File: src/rtl/npu_pkg.sv
// npu_pkg: shared scheduler state encoding and default tile edge.
// Exports state_t (IDLE/DISPATCH/DRAIN) and TILE_DIM_DEF.
package npu_pkg;
    typedef enum logic [1:0] {IDLE, DISPATCH, DRAIN} state_t;
    localparam int TILE_DIM_DEF = 2;
endpackage

File: src/rtl/npu_rr_arbiter.sv
// npu_rr_arbiter: round-robin one-hot arbiter.
// Ports: clk, rst_n (async active-low), req (request vector),
// adv (commit current grant, move search start past it), grant (one-hot).
module npu_rr_arbiter #(
    parameter int N = 4
) (
    input  logic         clk,
    input  logic         rst_n,
    input  logic [N-1:0] req,
    input  logic         adv,
    output logic [N-1:0] grant
);
    localparam int PW = N > 1 ? $clog2(N) : 1;
    logic [PW-1:0] ptr;
    logic [PW-1:0] idx;
    logic [PW-1:0] gidx;
    // Scan offsets high to low so the request nearest to ptr wins.
    always_comb begin
        grant = '0;
        gidx  = ptr;
        idx   = '0;
        for (int i = N - 1; i >= 0; i--) begin
            idx = PW'((int'(ptr) + i) % N);
            if (req[idx]) begin
                grant      = '0;
                grant[idx] = 1'b1;
                gidx       = idx;
            end
        end
    end
    always_ff @(posedge clk or negedge rst_n) begin
        if (!rst_n)
            ptr <= '0;
        else if (adv && |req)
            ptr <= (int'(gidx) == N - 1) ? '0 : gidx + 1'b1;
    end
endmodule

File: src/rtl/npu_tile_scheduler.sv
// npu_tile_scheduler: splits an M x N GEMM output into TILE_DIM tiles, offers them to clusters.
// Ports: clk, rst_n; ctrl_start/ctrl_clear; cluster_enable; dim_m/k/n; addr_input/weight/output;
// tile_valid/tile_ready handshake with tile_row/col, tile_m_sz/n_sz, tile_addr_in/w/out;
// tile_done completion pulses; status_busy/done/error.
module npu_tile_scheduler
    import npu_pkg::*;
#(
    parameter int NUM_LARGE_ARRAYS = 4,
    parameter int DATA_WIDTH       = 32,
    parameter int TILE_DIM         = TILE_DIM_DEF,
    localparam int SZ              = $clog2(TILE_DIM + 1)
) (
    input  logic                        clk,
    input  logic                        rst_n,
    input  logic                        ctrl_start,
    input  logic                        ctrl_clear,
    input  logic [NUM_LARGE_ARRAYS-1:0] cluster_enable,
    input  logic [DATA_WIDTH-1:0]       dim_m,
    input  logic [DATA_WIDTH-1:0]       dim_k,
    input  logic [DATA_WIDTH-1:0]       dim_n,
    input  logic [DATA_WIDTH-1:0]       addr_input,
    input  logic [DATA_WIDTH-1:0]       addr_weight,
    input  logic [DATA_WIDTH-1:0]       addr_output,
    output logic [NUM_LARGE_ARRAYS-1:0] tile_valid,
    input  logic [NUM_LARGE_ARRAYS-1:0] tile_ready,
    output logic [DATA_WIDTH-1:0]       tile_row,
    output logic [DATA_WIDTH-1:0]       tile_col,
    output logic [SZ-1:0]               tile_m_sz,
    output logic [SZ-1:0]               tile_n_sz,
    output logic [DATA_WIDTH-1:0]       tile_addr_in,
    output logic [DATA_WIDTH-1:0]       tile_addr_w,
    output logic [DATA_WIDTH-1:0]       tile_addr_out,
    input  logic [NUM_LARGE_ARRAYS-1:0] tile_done,
    output logic                        status_busy,
    output logic                        status_done,
    output logic                        status_error
);
    localparam logic [DATA_WIDTH-1:0] TD  = DATA_WIDTH'(TILE_DIM);
    localparam logic [SZ-1:0]         TDS = SZ'(TILE_DIM);
    localparam int                    TS  = $clog2(TILE_DIM);
    state_t state;
    logic [NUM_LARGE_ARRAYS-1:0] busy, en_r, req, grant;
    logic [DATA_WIDTH-1:0] m_r, k_r, n_r, aw_r;
    // Cursor of the next tile to offer; nain/naout already include row*dim_k / row*dim_n.
    logic [DATA_WIDTH-1:0] nrow, ncol, nain, naout;
    logic more;
    logic idle, start_ok, hs, load, last_col, last_row;
    logic [DATA_WIDTH-1:0] c_m, c_k, c_n, c_aw, c_row, c_col, c_ain, c_aout, rem_m, rem_n;
    assign idle        = (state == IDLE);
    assign status_busy = !idle;
    assign start_ok    = ctrl_start && idle && !ctrl_clear && |cluster_enable &&
                         |dim_m && |dim_k && |dim_n;
    // On the start cycle the first tile is built straight from the inputs so it is offered next cycle.
    assign c_m    = idle ? dim_m       : m_r;
    assign c_k    = idle ? dim_k       : k_r;
    assign c_n    = idle ? dim_n       : n_r;
    assign c_aw   = idle ? addr_weight : aw_r;
    assign c_row  = idle ? '0          : nrow;
    assign c_col  = idle ? '0          : ncol;
    assign c_ain  = idle ? addr_input  : nain;
    assign c_aout = idle ? addr_output : naout;
    assign rem_m    = c_m - c_row;
    assign rem_n    = c_n - c_col;
    assign last_col = rem_n <= TD;
    assign last_row = rem_m <= TD;
    assign hs       = |(tile_valid & tile_ready);
    // Cluster handshaking this cycle is busy from now on; freed clusters count from next cycle.
    assign req  = idle ? cluster_enable : en_r & ~busy & ~(hs ? tile_valid : '0);
    assign load = !ctrl_clear && |grant &&
                  (start_ok || (state == DISPATCH && more && (!(|tile_valid) || hs)));
    npu_rr_arbiter #(.N(NUM_LARGE_ARRAYS)) u_arb (
        .clk  (clk),
        .rst_n(rst_n),
        .req  (req),
        .adv  (load),
        .grant(grant)
    );
    always_ff @(posedge clk or negedge rst_n) begin
        if (!rst_n) begin
            state         <= IDLE;
            tile_valid    <= '0;
            tile_row      <= '0;
            tile_col      <= '0;
            tile_m_sz     <= '0;
            tile_n_sz     <= '0;
            tile_addr_in  <= '0;
            tile_addr_w   <= '0;
            tile_addr_out <= '0;
            busy          <= '0;
            en_r          <= '0;
            m_r           <= '0;
            k_r           <= '0;
            n_r           <= '0;
            aw_r          <= '0;
            nrow          <= '0;
            ncol          <= '0;
            nain          <= '0;
            naout         <= '0;
            more          <= 1'b0;
            status_done   <= 1'b0;
            status_error  <= 1'b0;
        end else if (ctrl_clear) begin
            state        <= IDLE;
            tile_valid   <= '0;
            busy         <= '0;
            more         <= 1'b0;
            status_done  <= 1'b0;
            status_error <= 1'b0;
        end else begin
            busy <= (busy & ~tile_done) | (hs ? tile_valid : '0);
            if (|(tile_done & ~busy))
                status_error <= 1'b1;
            if (ctrl_start && idle) begin
                m_r          <= dim_m;
                k_r          <= dim_k;
                n_r          <= dim_n;
                aw_r         <= addr_weight;
                en_r         <= cluster_enable;
                status_done  <= 1'b0;
                status_error <= !start_ok;
                if (start_ok) begin
                    state <= DISPATCH;
                    more  <= 1'b1;
                end
            end
            if (hs)
                tile_valid <= '0;
            if (state == DISPATCH && hs && !more)
                state <= DRAIN;
            if (state == DRAIN && !(|busy)) begin
                state       <= IDLE;
                status_done <= 1'b1;
            end
            if (load) begin
                tile_valid    <= grant;
                tile_row      <= c_row;
                tile_col      <= c_col;
                tile_m_sz     <= (rem_m < TD) ? rem_m[SZ-1:0] : TDS;
                tile_n_sz     <= (rem_n < TD) ? rem_n[SZ-1:0] : TDS;
                tile_addr_in  <= c_ain;
                tile_addr_w   <= c_aw + c_col;
                tile_addr_out <= c_aout + c_col;
                more          <= !(last_col && last_row);
                nrow          <= last_col ? c_row + TD : c_row;
                ncol          <= last_col ? '0 : c_col + TD;
                nain          <= last_col ? c_ain + (c_k << TS) : c_ain;
                naout         <= last_col ? c_aout + (c_n << TS) : c_aout;
            end
        end
    end
endmodule

File: config.mk
export PLATFORM = sky130hd
export DESIGN_NAME = npu_tile_scheduler
export DESIGN_NICKNAME = d
export VERILOG_FILES = /design/src/rtl/npu_pkg.sv /design/src/rtl/npu_rr_arbiter.sv /design/src/rtl/npu_tile_scheduler.sv
export SDC_FILE = /design/constraint.sdc
export NUM_CORES = 1
export LEC_CHECK = 0
export ABC_AREA = 1
export CORE_MARGIN = 2
export CORE_UTILIZATION = 30
export CTS_BUF_LIST = sky130_fd_sc_hd__clkbuf_2 sky130_fd_sc_hd__clkbuf_4 sky130_fd_sc_hd__clkbuf_8
export DETAILED_ROUTE_END_ITERATION = 12
export SETUP_SLACK_MARGIN = 0.5
export SLEW_MARGIN = 20
export SYNTH_ARGS = -nofsm -noshare
export SYNTH_HDL_FRONTEND = slang
export SYNTH_SLANG_ARGS = --single-unit
export TNS_END_PERCENT = 50
File: constraint.sdc
create_clock -name clk -period 8.1 [get_ports clk]
set_clock_uncertainty 0.15 [all_clocks]
set_input_delay 1.215 -clock clk [delete_from_list [all_inputs] [get_ports clk]]
set_output_delay 1.215 -clock clk [all_outputs]
set_load 0.01 [all_outputs]
* Word level (Yosys, flattened, before mapping) *
Index checks and enable logic that the tools add are counted.

storage, ports and cells
  RAM bits = 0
  input bits = 208
  output and inout port bits = 171
  memories kept = 0
  bits in latches = 0
  flip-flop bits (word level) = 438
  ROM bits = 0

cells by class
  div/mod/pow operators = 0
  multiplexer cells = 60
  $add $sub $neg = 12
  multipliers = 0
  shifts and indexed selects = 0
  reductions and logical operators = 50
  bitwise operators = 10
  eq/ne operators = 3
  magnitude comparators = 12

operator list
  cell                                                                     count
  32-bit two-way mux                                                       11
  32-bit adder                                                             4
  32-bit OR reduction                                                      3
  32-bit by 2-bit adder with 32-bit output (second input constant)         2
  32-bit by 2-bit <= comparator with 1-bit output (second input constant)  2
  32-bit by 2-bit < comparator with 1-bit output (second input constant)   2
  32-bit subtractor                                                        2
  4-bit two-way mux                                                        10
  31-bit two-way mux                                                       1
  4-bit OR reduction                                                       7
  2-bit two-way mux                                                        12
  4-bit bitwise AND                                                        5
  1-bit logical AND                                                        19
  1-bit two-way mux                                                        18
  3-bit nonzero test                                                       5
  2-bit by 3-bit < comparator with 1-bit output (second input constant)    4
  4-bit NOT                                                                3
  1-bit binary-select mux with 2-bit select                                4
  1-bit demux with 2-bit select                                            4
  2-bit by 1-bit >= comparator with 1-bit output (second input constant)   4
  2-bit AND reduction                                                      4
  4-bit nonzero test                                                       2
  1-bit logical NOT                                                        7
  2-bit by 1-bit adder with 2-bit output (second input constant)           2
  7 further kinds                                                          10

* Depth between registers and ports, before layout *
Gate-level depths: netlist of the first run.

  depth after elaboration = 17
  gate-level depth with buffers = 34
  depth with buffers taken out = 26

* Hierarchy *
From an unflattened synthesis of the first run, not the netlist that was laid out.

second synthesis, totals
  cells, all modules = 4763
  area total of the unflattened synthesis = 32755.2 um^2

modules (own cells, without submodules)
  module              instances  area each (um^2)  cells an instance  seq. area each (um^2)
  npu_tile_scheduler  1          32188.4           4674               10860.4
  npu_rr_arbiter      1          566.8             89                 50.0

* Worst setup path before layout of the first run *
Ideal clock, no wire load.

  kind = register -> register
  start = reg state[1]
  end = reg naout[27]
  library setup time = 124 ps
  cell stages (with the launch flop) = 30
  arrival = 4360 ps
  data required time = 7826 ps
  path slack = 3466 ps
  cells stage by stage = dfrtp_1 nor2_2 buf_6 buf_12 buf_12 buf_6 buf_6 buf_2 buf_2 buf_2 nand2_1 o21ai_0 ha_1 inv_1 fa_1 nand2_1 o21ai_2 nand2_1 nand2_1 nand2_1 nand2_1 xor2_1 nor2_1 nand4_2 nor2_4 nand3_2 buf_2 buf_2 o211ai_1 nand2_1

between the ends
  longest elaborated chain between the ends = 12

RTL lines
  item                                                                        line                       RTL
  from (decl)                                                                 npu_tile_scheduler.sv:41   state_t state;
  from (signal assigned)                                                      npu_tile_scheduler.sv:80   state <= IDLE;
  from (signal assigned)                                                      npu_tile_scheduler.sv:103  state <= IDLE;
  from (signal assigned)                                                      npu_tile_scheduler.sv:122  state <= DISPATCH;
  parallel branches: the longest is 12 deep, another holds 32-bit subtractor  --
  to (signal assigned)                                                        npu_tile_scheduler.sv:147  naout <= last_col ? c_aout + (c_n << TS) : c_aout;
  to (decl)                                                                   npu_tile_scheduler.sv:45   logic [DATA_WIDTH-1:0] nrow, ncol, nain, naout;

Parallel ways; which one is timed is not known. The select of a mux whose other input is x is not followed.
A chain may end at the register's enable or synchronous reset.

* Worst setup path after layout of the first run *
  start = reg state[1]
  end = reg nain[18]

between the ends
  longest elaborated chain between the ends = 12

RTL lines
  item                                                                        line                       RTL
  parallel branches: the longest is 12 deep, another holds 32-bit subtractor  --
  to (signal assigned)                                                        npu_tile_scheduler.sv:146  nain <= last_col ? c_ain + (c_k << TS) : c_ain;
  to (decl)                                                                   npu_tile_scheduler.sv:45

Parallel ways; which one is timed is not known. The select of a mux whose other input is x is not followed.

==> run_results.csv, run 1 <==
group,metric,value,unit
detailed_routing,num_vias,33700,
global_routing,grt-busiest-layer,"met2",
global_routing,gr-total-overflow,0,
die,rows,122,
timing,fin_crit_sh,0.749,
cts,clkLatencyLatePin,0.76,ns
pwr,power.total,10800,uW
pwr,total_leakage_power,0.0191,uW
worst_setup_path,cp_top_family,"simple AND/OR/NAND/NOR gates",
worst_setup_path,path_buf_inv,3,
timing,finalSetupTns,0,ns
die,coreArea,111000,um^2
job,maxCapViolCount,0,
timing,max_freq,165,MHz
place,dp_hpwl,100000,um
detailed_routing,ant_nets,0,
yosys,ys_warn_count,0,
cts,cts_resized,0,
yosys,syn_area_per_cell,6.91,um^2
min_path,min_path_type,"flip-flop to flip-flop",
worst_setup_path,critPathKind,"flip-flop to flip-flop",
die,io_pins,379,
yosys,synth_nets,5259,
final_layout,num-nets-final,5581,
die,dieArea,115000,um^2
yosys,netlist_instances,4855,
cts,clk_pin_slew,0.06,ns
timing,worstMarginPinSlew,1.10,ns
cts,numCtsBuffers,88,
final_layout,final_cells,6735,
global_routing,use_met1,0.308,
global_routing,grt_pass1_wl,196000,um
pwr,max-vdd-ir-drop,0.000145,V
timing,rsz0062_at_grt,"false",
cts,clk_path_buf_depth,3,
cts,post_cts_buffers,0,
worst_setup_path,crit_path_frequent_cell,"nand2_1",
global_routing,antenna_found_initial,12,
place,portBuffers,378,
cts,cts_sinks,436,
worst_setup_path,cpMaxStageDelayCell,"nor2_4",
timing,relSlewSlack,0.267,
cts,cts_root_buffer,"clkbuf_8",
outcome,run_status,"finished clean",
global_routing,grt_usage,0.220,
detailed_routing,wl_per_cell,19.2,um
yosys,netlist_area,33600,um^2
detailed_routing,drcViolationCount,0,
worst_setup_path,critPathRequiredTime,8.51,ns
detailed_routing,via_per_inst,5.00,
yosys,synth_cell_types,60,
global_routing,grt_pass1_vias,32100,
worst_setup_path,crit_arrival,6.48,ns
cts,cts_tree,"yes",
yosys,synth_edf_count,0,
detailed_routing,wl,129000,um
timing,slew_viol_final,0,
global_routing,grt_util_met3,0.0473,
detailed_routing,first_pass_iters,6,
detailed_routing,drtIter0Drc,2766,
cts,htree_num_levels,3,
die,die_h,338,um
place,globalplace.congestion,0.964,
worst_setup_path,crit_fanout,58,
yosys,ys_seq_area_frac,0.325,
pwr,powerDensity,267,nW/um^2
final_layout,final_layout_size_suffix_gt1_frac,0.0660,
timing,fin_crit,6.07,ns
cts,holdBufCountCts,0,
worst_setup_path,critPathMaxStageDelay,0.62,ns
worst_setup_path,critPathCaptureType,"flip-flop",
global_routing,grt_start_max_net_pins,227,
final_layout,fillers,11900,
timing,hold_viol,0,
global_routing,grt_use_met2,0.346,
yosys,ys_ff_latch,436,
worst_setup_path,crit_path_start_kind,"flip-flop",
die,die_x,338,um
final_layout,area_delta_synth_final,20.2,%
timing,whs,0.315,ns
yosys,synth_flop_cell,"dfrtp_1",
worst_setup_path,crit_chain,"nor2_4 > buf_4 > o21ai_0 > ha_1 > inv_1 > fa_1 > nand2_1 > o21ai_2 > nand2_1 > nand2_1 > nand2_1 > nand2_1 > xor2_1 > nor2_1 > nand4_2 > nor2_4 > nand3_4 > buf_4 > o21ai_0 > o21ai_1",
die,initial_core_util,0.303,
timing,setup_viol,0,
yosys,async_reset_ff_frac,1.00,
place,placed_cells,6574,
[cell usage after synthesis (4+ instances only)]
cell	n	area [um^2]
nand3_2	12	120
o31ai_1	5	37.5
fa_1	6	120
nand2_2	16	100
inv_1	553	2080
a31oi_1	12	75.1
clkbuf_1	80	300
nor3_1	55	275
buf_6	33	372
o211ai_1	41	308
nand3b_1	14	105
nor4_1	40	250
nor2_1	295	1110
nor2_2	20	125
nand3_1	189	946
nor3_2	5	50.1
a221oi_1	6	52.6
o21bai_1	16	120
xnor2_1	66	578
inv_2	16	60.1
nor2_8	4	80.1
or2_2	55	344
a21oi_1	241	1210
ha_1	190	2380
nor2_4	12	135
nand4_1	77	482
buf_4	12	90.1
o21ai_0	563	2820
nor4_2	4	50.1
a21boi_0	7	52.6
xor2_1	101	885
o21ai_1	159	796
o21a_1	18	135
dfrtp_1	436	10900
a21o_1	16	120
nand2_1	1394	5230
buf_8	4	60.1
buf_1	7	26.3
buf_2	33	165
nand2_4	4	45.0
[worst paths after layout]
| kind | start | endpoint | slack, ns | depth (start not counted) |
|---|---|---|---|---|
| hold / removal | en_r[3] | en_r[3] | 0.31 | 2 |
| setup reg to reg | state[1] | nain[18] | 2.03 | 20 |
| hold reg to reg | en_r[3] | en_r[3] | 0.31 | 2 |
| max in group asynchronous | rst_n | aw_r[14] | 5.84 | 2 |
| setup / recovery | state[1] | nain[18] | 2.03 | 20 |
| min in group asynchronous | rst_n | k_r[12] | 0.46 | 1 |
[logic make-up (layout without fill, tap and decap cells)]
group | count (synthesis) | count (layout) | synth area share
adder cells (fa/ha/maj) | 196 | 196 | 0.0744
multiplexers | 2 | 2 | 0.000597
AO/OA/AOI/OAI | 1100 | 1100 | 0.175
other | 0 | 6 | 0
buffers and inverters | 743 | 1129 | 0.0959
AND/OR/NAND/NOR | 2211 | 2211 | 0.286
XOR/XNOR | 167 | 167 | 0.0436
flip-flops | 436 | 436 | 0.325
[state kept, by name, indices dropped and copies added, names as in the netlist, 2 cells and up]
| name | flops |
|---|---|
| en_r | 4 |
| state | 2 |
| tile_addr_out | 32 |
| n_r | 32 |
| tile_row | 32 |
| tile_col | 32 |
| tile_addr_in | 32 |
| tile_n_sz | 2 |
| aw_r | 32 |
| busy | 4 |
| u_arb.ptr | 2 |
| nrow | 31 |
| naout | 32 |
| nain | 31 |
| ncol | 32 |
| tile_valid | 4 |
| tile_addr_w | 32 |
| m_r | 32 |
| tile_m_sz | 2 |
| k_r | 31 |
[metal layers]
metal  wire [um]  vias to the layer above
met5          81                        -
met4        2320                       14
met3        9300                      154
met2       57200                     1053
met1       60200                    15800
li1            -                    16600
[metrics by stage]
step	worst slack, ns	area, um^2	utilization
after floorplan	3.47	33600	-
after global placement	1.66	38400	0.347
after detailed placement	1.64	38400	0.347
after CTS	1.98	40300	0.364
after global routing	1.58	40300	0.364
final	2.03	40300	0.364
[cell usage in the layout, fill, tap and decap left out, types with 40 or more instances in the layout]
cell / netlist / layout
nand3_1: 189 / 189
nor2_1: 295 / 295
nand4_1: 77 / 77
o211ai_1: 41 / 41
o21ai_1: 159 / 159
or2_2: 55 / 55
xnor2_1: 66 / 66
dfrtp_1: 436 / 436
nor4_1: 40 / 40
o21ai_0: 563 / 563
xor2_1: 101 / 101
ha_1: 190 / 190
nor3_1: 55 / 55
nand2_1: 1394 / 1393
clkbuf_8: 0 / 105
a21oi_1: 241 / 241
inv_1: 553 / 552
clkdlybuf4s50_1: 0 / 377
[worst register-to-register path: stages, from the launching register on]
cell     delay (ns)
dfrtp_1        0.45
nor2_4         0.62
buf_4          0.54
o21ai_0        0.41
ha_1           0.31
inv_1          0.21
fa_1           0.31
nand2_1        0.11
o21ai_2        0.26
nand2_1        0.14
nand2_1        0.14
nand2_1        0.07
nand2_1        0.14
xor2_1         0.16
nor2_1         0.15
nand4_2        0.18
nor2_4         0.23
nand3_4        0.50
buf_4          0.53
o21ai_0        0.27
o21ai_1        0.08
[power by group]
group          leakage [uW]  total (uW)  switching, uW  internal, uW
combinational        0.0125        5100           3220          1880
sequential          0.00563        3170            375          2790
clock              0.000991        2480           1100          1380
[layout make-up]
cell class | count | area (um^2) | share of cell area
timing repair buffer | 405 | 4070 | 0.101
sequential | 436 | 10900 | 0.271
multi-input combinational | 3676 | 19500 | 0.483
antenna | 6 | 15.0 | 0.000372
clock inverter | 26 | 226 | 0.00562
inverter | 570 | 2150 | 0.0532
clock buffer | 128 | 1620 | 0.0401
tap | 1488 | 1860 | 0.0462
(Power assumes the default switching activity.)
==> run 2, diff against run 1 <==
clock period = 6.1 ns   (was 8.1 ns; I/O delays follow)
==> run 2 against run 1 <==
Net effect:
- wire length rose by 0.76%
- design area rose by 1.1%
- sequential cell count did not move
- clock power rose by 36%
- cell count rose by 0.52%
- critical endpoint is now nain[29]
- die area did not move
- worst hold slack got worse by 0.18 ns
- combinational power rose by 35%
- highest routed layer unchanged
- critical path type unchanged
- non-clock buffer count rose by 35
- sequential share of layout area fell by 0.30 points
==> run_results.csv, run 2 (synthesis results as in run 1) <==
group,metric,value,unit
global_routing,gr-total-overflow,0,
cts,cts_root_buffer,"clkbuf_8",
worst_setup_path,crit_start,"state[1]",
worst_setup_path,crit_path_start_kind,"flip-flop",
timing,setup_ws,0.925,ns
outcome,run_status,"finished clean",
pwr,power.total,14500,uW
timing,max_freq,193,MHz
worst_setup_path,path_depth,21,
timing,relSlewSlack,0.273,
final_layout,fillers,11900,
worst_setup_path,crit_chain,"nor2_4 > buf_12 > nor2_1 > inv_1 > ha_1 > nand2_1 > o21ai_1 > inv_1 > nand2_2 > nand2_1 > nand2_1 > nand3_1 > nand3b_1 > nand2_1 > nand2_1 > nor2_1 > nand3_4 > buf_4 > nand2_1 > o21ai_1 > o21ai_0",
detailed_routing,drcViolationCount,0,
die,die_x,338,um
pwr,max-vdd-ir-drop,0.000200,V
worst_setup_path,critPathRequiredTime,6.54,ns
pwr,powerDensity,355,nW/um^2
timing,fin_crit_sh,0.848,
worst_setup_path,r2r_cells,21,
detailed_routing,wl,130000,um
cts,clkLatencyLatePin,0.77,ns
global_routing,grt_start_max_net_pins,135,
place,portBuffers,378,
worst_setup_path,worstReg2RegEnd,"nain[29]",
timing,slew_viol_final,0,
min_path,min_path_type,"primary input to async pin",
final_layout,final_layout_size_suffix_gt1_frac,0.0722,
worst_setup_path,r2r_slack,0.92,ns
final_layout,area_delta_synth_final,21.5,%
worst_setup_path,critPathCaptureType,"flip-flop",
job,maxCapViolCount,0,
cts,htree_num_levels,3,
die,coreArea,111000,um^2
cts,holdBufCountCts,0,
worst_setup_path,r2r_start,"state[1]",
timing,worstMarginPinSlew,1.09,ns
detailed_routing,ant_nets,0,
pwr,total_leakage_power,0.0193,uW
worst_setup_path,critPathMaxStageDelay,0.77,ns
final_layout,final_cell_mix,"nand2_1, o21ai_0, inv_1",
cts,cts_tree,"yes",
timing,fin_crit,5.18,ns
global_routing,grt_pass1_wl,197000,um
global_routing,grt_pass1_vias,32400,
final_layout,num-nets-final,5616,
timing,hold_viol,0,
timing,finalSetupTns,0,ns
worst_setup_path,crit_path_frequent_cell,"nand2_1",
worst_setup_path,crit_arrival,5.61,ns
place,globalplace.congestion,0.963,
die,initial_core_util,0.303,
die,die_h,338,um
detailed_routing,first_pass_iters,5,
detailed_routing,num_vias,33700,
final_layout,seq_area,10900,um^2
cts,numCtsBuffers,88,
place,pre_cts_slack,0.578,ns
worst_setup_path,cpMaxStageDelayCell,"buf_4",
cts,clk_path_buf_depth,3,
detailed_routing,wl_per_cell,19.2,um
worst_setup_path,cp_top_family,"simple AND/OR/NAND/NOR gates",
cts,cts_sinks,436,
final_layout,multi_input_area,19500,um^2
place,dp_hpwl,102000,um
worst_setup_path,endpoint,"nain[29]",
worst_setup_path,path_buf_inv,4,
die,dieArea,115000,um^2
cts,clk_pin_slew,0.06,ns
worst_setup_path,crit_fanout,105,
detailed_routing,via_per_inst,4.97,
detailed_routing,drtIter0Drc,2572,
timing,setup_viol,0,
global_routing,grt_usage,0.222,
global_routing,antenna_found_initial,15,
final_layout,final_common_cell,"nand2_1",
timing,rsz0062_at_grt,"false",
die,io_pins,379,
worst_setup_path,critPathKind,"flip-flop to flip-flop",
die,rows,122,
run 2: cell types whose count changed in the layout (fill, tap and decap cells not counted), moves of 2 or more:
cell / before / now
clkinvlp_4: 2 / 4
buf_4: 21 / 47
buf_12: 5 / 15
clkinv_2: 18 / 12
clkbuf_8: 105 / 114
inv_6: 2 / 4
clkbuf_4: 23 / 16
run 2: area by class of cell:
class | count | share of cell area
Antenna cell | 7 | 0.000430
Clock inverter | 23 | 0.00534
Inverter | 570 | 0.0527
Timing Repair Buffer | 440 | 0.109
Tap cell | 1488 | 0.0457
Clock buffer | 130 | 0.0414
Sequential cell | 436 | 0.268
Multi-Input combinational cell | 3676 | 0.478
run 2: report_power, final:
part	total, uW	switching (uW)	internal (uW)	leakage (uW)
combinational	6880	4290	2590	0.0127
sequential	4220	515	3710	0.00563
clock	3380	1480	1900	0.00100
run 2: worst min-delay path by stage:
stage	start	end	slack, ns
3_5_place_dp	en_r[0]	en_r[0]	0.31
2_1_floorplan	en_r[2]	en_r[2]	0.28
3_3_place_gp	en_r[3]	en_r[3]	0.31
5_1_grt	rst_n	k_r[13]	0.15
6_report	rst_n	k_r[13]	0.13
4_1_cts	rst_n	k_r[29]	0.09
run 2: metal layers:
metal / GRT usage / share of wire
met1: 0.305 / 0.47
met2: 0.355 / 0.45
met3: 0.0493 / 0.067
met4: 0.0478 / 0.020
met5: 0 / 0.0011
run 2: what timing repair did:
| action | CTS | global route |
|---|---|---|
| gates resized for setup | 0 | 3 |
| buffers inserted | 0 | 0 |
| setup endpoints to repair | 0 | 43 |
run 2: per-stage QoR:
step                std cells   util  hold slack [ns]  area [um^2]
finish                   6770  0.368            0.134        40800
global route             6768  0.368            0.146        40800
CTS                      6763  0.368           0.0944        40700
detailed placement       6610  0.350            0.307        38800
global placement         6610  0.350            0.307        38800
floorplan                4855      -            0.282        33600
